`src/rtl/alu_exec_unit.sv`:
```
// Execute-stage ALU with a valid/ready handshake on both sides.
// Single-cycle ops (AND/OR/NOR/ADD/SUB/LUI/JAL) finish one cycle after accept.
// Logical shifts (SLL/SRL) run one bit per cycle.
// The result is held in DONE until the consumer takes it.
//
// Ports:
//   clk, reset          rising-edge clock, synchronous active-high reset
//   in_valid/in_ready   request handshake (in_ready only in IDLE, never during reset)
//   alu_operation       000 AND, 001 OR, 010 NOR, 011 ADD, 100 SUB, 101 LUI, 110 JAL, 111 illegal
//   shift_en            shift request; takes priority over alu_operation
//   shift_dir           0 = SLL, 1 = SRL (zero fill)
//   shamt               shift amount
//   a_data, b_data      operands (a holds PC+4 for JAL, b is the value to shift)
//   out_valid/out_ready result handshake
//   result, zero        registered result and result==0 flag
//   illegal_op          completed op had code 111 with shift_en low
module alu_exec_unit #(
  parameter int unsigned DATA_WIDTH  = 32,
  parameter int unsigned SHAMT_WIDTH = 5
) (
  input  logic                   clk,
  input  logic                   reset,
  input  logic                   in_valid,
  output logic                   in_ready,
  input  logic [2:0]             alu_operation,
  input  logic                   shift_en,
  input  logic                   shift_dir,
  input  logic [SHAMT_WIDTH-1:0] shamt,
  input  logic [DATA_WIDTH-1:0]  a_data,
  input  logic [DATA_WIDTH-1:0]  b_data,
  output logic                   out_valid,
  input  logic                   out_ready,
  output logic [DATA_WIDTH-1:0]  result,
  output logic                   zero,
  output logic                   illegal_op
);

  typedef enum logic [1:0] {StIdle, StShift, StDone} state_e;

  state_e                 state_q, state_d;
  logic [DATA_WIDTH-1:0]  result_q, result_d;
  logic                   zero_q, zero_d;
  logic                   illegal_q, illegal_d;
  logic [DATA_WIDTH-1:0]  shreg_q, shreg_d;
  logic [SHAMT_WIDTH-1:0] cnt_q, cnt_d;
  logic                   dir_q, dir_d;
  logic [DATA_WIDTH-1:0]  shifted;
  logic [DATA_WIDTH-1:0]  op_res;

  assign shifted    = dir_q ? (shreg_q >> 1) : (shreg_q << 1);
  assign in_ready   = (state_q == StIdle) && !reset;
  assign out_valid  = (state_q == StDone);
  assign result     = result_q;
  assign zero       = zero_q;
  assign illegal_op = illegal_q;

  // Single-cycle datapath; code 111 yields 0.
  always_comb begin
    op_res = '0;
    case (alu_operation)
      3'b000:  op_res = a_data & b_data;
      3'b001:  op_res = a_data | b_data;
      3'b010:  op_res = ~(a_data | b_data);
      3'b011:  op_res = a_data + b_data;
      3'b100:  op_res = a_data - b_data;
      3'b101:  op_res = b_data << 16;
      3'b110:  op_res = a_data + DATA_WIDTH'(4);
      default: op_res = '0;
    endcase
  end

  always_comb begin
    state_d   = state_q;
    result_d  = result_q;
    zero_d    = zero_q;
    illegal_d = illegal_q;
    shreg_d   = shreg_q;
    cnt_d     = cnt_q;
    dir_d     = dir_q;
    unique case (state_q)
      StIdle: begin
        if (in_valid && in_ready) begin
          if (shift_en) begin
            dir_d = shift_dir;
            if (shamt == '0) begin
              result_d  = b_data;
              zero_d    = (b_data == '0);
              illegal_d = 1'b0;
              state_d   = StDone;
            end else begin
              shreg_d = b_data;
              cnt_d   = shamt;
              state_d = StShift;
            end
          end else begin
            result_d  = op_res;
            zero_d    = (op_res == '0);
            illegal_d = (alu_operation == 3'b111);
            state_d   = StDone;
          end
        end
      end
      StShift: begin
        shreg_d = shifted;
        cnt_d   = cnt_q - SHAMT_WIDTH'(1);
        // Last bit: latch straight from the shifter so latency is shamt+1.
        if (cnt_q == SHAMT_WIDTH'(1)) begin
          result_d  = shifted;
          zero_d    = (shifted == '0);
          illegal_d = 1'b0;
          state_d   = StDone;
        end
      end
      StDone: begin
        if (out_ready) state_d = StIdle;
      end
      default: state_d = StIdle;
    endcase
  end

  always_ff @(posedge clk) begin
    if (reset) begin
      state_q   <= StIdle;
      result_q  <= '0;
      zero_q    <= 1'b0;
      illegal_q <= 1'b0;
      shreg_q   <= '0;
      cnt_q     <= '0;
      dir_q     <= 1'b0;
    end else begin
      state_q   <= state_d;
      result_q  <= result_d;
      zero_q    <= zero_d;
      illegal_q <= illegal_d;
      shreg_q   <= shreg_d;
      cnt_q     <= cnt_d;
      dir_q     <= dir_d;
    end
  end

endmodule

```
`config.mk`:
```
export PLATFORM = sky130hd
export DESIGN_NAME = alu_exec_unit
export DESIGN_NICKNAME = d
export VERILOG_FILES = /design/src/rtl/alu_exec_unit.sv
export SDC_FILE = /design/constraint.sdc
export NUM_CORES = 1
export LEC_CHECK = 0
export ABC_AREA = 1
export BUFFER_PORTS_ARGS = -buffer_cell sky130_fd_sc_hd__clkbuf_2
export CAP_MARGIN = 20
export CORE_MARGIN = 2
export CORE_UTILIZATION = 55
export CTS_CLUSTER_SIZE = 8
export DETAILED_ROUTE_END_ITERATION = 10
export PLACE_DENSITY = 0.79
export SLEW_MARGIN = 20
export SYNTH_ARGS = -nofsm -noshare
export SYNTH_HDL_FRONTEND = slang
export SYNTH_SLANG_ARGS = --single-unit
```
`constraint.sdc`:
```
create_clock -name clk -period 3.1 [get_ports clk]
set_input_delay 0.155 -clock clk [delete_from_list [all_inputs] [get_ports clk]]
set_output_delay 0.155 -clock clk [all_outputs]
set_load 0.01 [all_outputs]
```
==> results.toml <==
[synthesis]
synthSimpleGateAreaFrac = 0.416
async_flop_share = 0
ys_seq_elements = 74
syn-num-nets = 1866
synth_adder_area_share = 0.0505
synth.yosys.warnings = 0
synthFlopType = "dfxtp_1"
synth.avg_cell_area_sq_um = 5.47
synthTopCellsByArea = "nand2_1 18%, dfxtp_1 15%, inv_1 10%"
synth_area_leader_cell = "nand2_1"
synth_top_family_by_area = "simple AND/OR/NAND/NOR gates"
seq_area_frac_synth = 0.155
synth-compound-area-share = 0.207
synth_xor_area_frac = 0.0302
synth_mux_area_frac = 0.00628
synth-edff-count = 0
synth.distinct_cells = 53
syn-cell-area_sq_um = 9560
syn_inst = 1750
synth_top_area_frac = 0.185

[cells_and_area]
layout.cells.non_filler = 2238
n_antenna_cell = 0
fin_area_sq_um = 12500
final_common_cell = "nand2_1"
layout_common_cells = "435 x nand2_1, 252 x inv_1, 191 x buf_4, 147 x o21ai_0, 145 x nor2_1"
area_delta_synth_final_pct = 30.9
nets = 2124
drive_above_1_share = 0.248

[clock_tree]
cts_root_buf = "clkbuf_16"
cts.sinks = 74
numCtsBuffers = 9
htree_levels = 3
cts_buffer_depth = 2
cts_tree = "yes"
clock_latency_ps = 330
path_clk_slew_ps = 60

[setup_path]
cp_data_arrival_time_ps = 3570
path_common_cell = "nand2_1"
end_kind = "register"
start_kind = "input pin"
max_stage_delay_ps = 290
required_ps = 3370
path_max_fanout = 3
cp_slowest_cell = "nor3_4"
critPathKind = "input pin to register"

[sta]
worst_slack_ps = -208
period_needed_ps = 3310
fmax_ghz = 0.302
timing.hold.ws_ps = 85.1
slew_violations = 0
rsz0062_at_grt = "true"
hold_violations = 0
clock_skew_ps = 6.46
slew_headroom = 0.437
min_period_over_period = 1.07
tightest_slew_ps = 844
setup_viol = 4

[place]
portBuffers = 113
placed_area_sq_um = 11600
dp_hpwl_mm = 31.5
gp_congestion = 1.15
dpl.cell_count = 2212

[die]
dieArea_sq_um = 18500
rows = 48
start_util = 0.557
num_io_pins = 114
core_area_sq_um = 17200
die_w_microns = 136
die_y_microns = 136

[grt]
overflow = 0
grt.total_usage = 0.423
grt_pass1_wl_mm = 60.2
grt_start_max_net_pins = 61
antenna_found_initial = 1
grt_pass1_vias = 11517

[detailed_routing]
ant_nets = 0
vias_per_cell = 5.91
drc_errors = 0
totalWireLength_mm = 40.5
post_drt_wl_per_cell_microns = 18.1
vias = 13224
drt_iter0_markers = 1668
first_pass_iters = 7

[power]
p_per_area_nw_per_um2 = 417
peakVddDrop_v = 0.000415
power.total_mw = 5.22
leakage_nw = 6.38

[hold_path]
hp-class = "input pin to register"

[job]
maxCapViolCount = 0

[run_status]
status = "finished, violations left"
violations = "setup timing"
final cells by class:
type	count	area, sq um
clock buffers	12	256
well taps	225	282
repair buffers	309	2090
clock inverters	4	73.8
fillers	1548	4660
inverters	271	1030
flip-flops and latches	74	1480
multi-input cells	1343	7300
flip-flops by register name, summed over array words and instances, names as in the netlist:
register    count
result         32
shreg_q        32
illegal_op      1
zero            1
dir_q           1
state_q         2
cnt_q           5
cell usage after synthesis, types with 7 or more instances:
master    count
nand2_1     471
inv_2         8
dfxtp_1      74
nand4_1      19
a31oi_1      41
nor3_1       40
buf_2        10
or2_2        25
clkbuf_1     45
nand3_1     138
inv_1       261
o22ai_1       8
nor2_4        7
o21ai_0     159
a21oi_1     109
nor2_1      163
ha_1         37
nand3b_1     10
a211oi_1      7
xor2_1       32
power breakdown:
group,internal [mW],leakage (nW),switching [mW],total (mW)
sequential,1.16,0.609,0.131,1.29
clock,0.749,0.163,0.395,1.14
combinational,1.06,5.61,1.73,2.79
what timing repair did:
action	4_1_cts	5_1_grt
pin swaps	12	48
gates cloned	0	0
hold buffers	0	0
gates resized for setup	33	106
setup buffers	1	9
endpoints found under the setup margin	12	17
stage by stage:
stage	setup slack, ps	setup TNS (ps)	util
final	-208	-360	0.729
after floorplan	-140	-140	-
after CTS	-72.8	-72.8	0.705
after detailed placement	-801	-7690	0.677
after global routing	-445	-1910	0.729
after global placement	-641	-6000	0.677
cells by family (layout without fill, tap and decap cells):
group           count (synthesis)  count (layout)
xor+xnor                       33              33
simple gates                  906             906
buf+inv                       333             596
flops                          74              74
mux                             6               6
compound gates                360             360
fa+ha+maj                      38              38
worst max-delay path: cells and delay by family:
family	cells	cell delay, ps
buffers and inverters	6	480
adders and majority gates	2	430
xor gates and xnor gates	1	140
AOI/OAI and AO/OA	1	140
and+or+nand+nor	20	2230
per-layer routing:
metal  track usage  vias up  routed length (microns)
li1              -     6241                        -
met1         0.570     5872                    15600
met2         0.648      932                    17300
met3        0.0865      177                     5280
met4         0.191        2                     2350
met5             0        -                        8
worst paths after layout:
| kind | startpoint | to | slack, ps | cells past startpoint |
|---|---|---|---|---|
| max reg2reg | dir_q$_SDFFE_PP0P_ | zero$_SDFFE_PP0P_ | 600 | 7 |
| min reg2reg | illegal_op$_SDFFE_PP0P_ | illegal_op$_SDFFE_PP0P_ | 480 | 2 |
| min | shamt[4] | cnt_q[4]$_SDFFE_PP0P_ | 90 | 3 |
| max | b_data[0] | zero$_SDFFE_PP0P_ | -210 | 30 |
(Power assumes the default switching activity.)
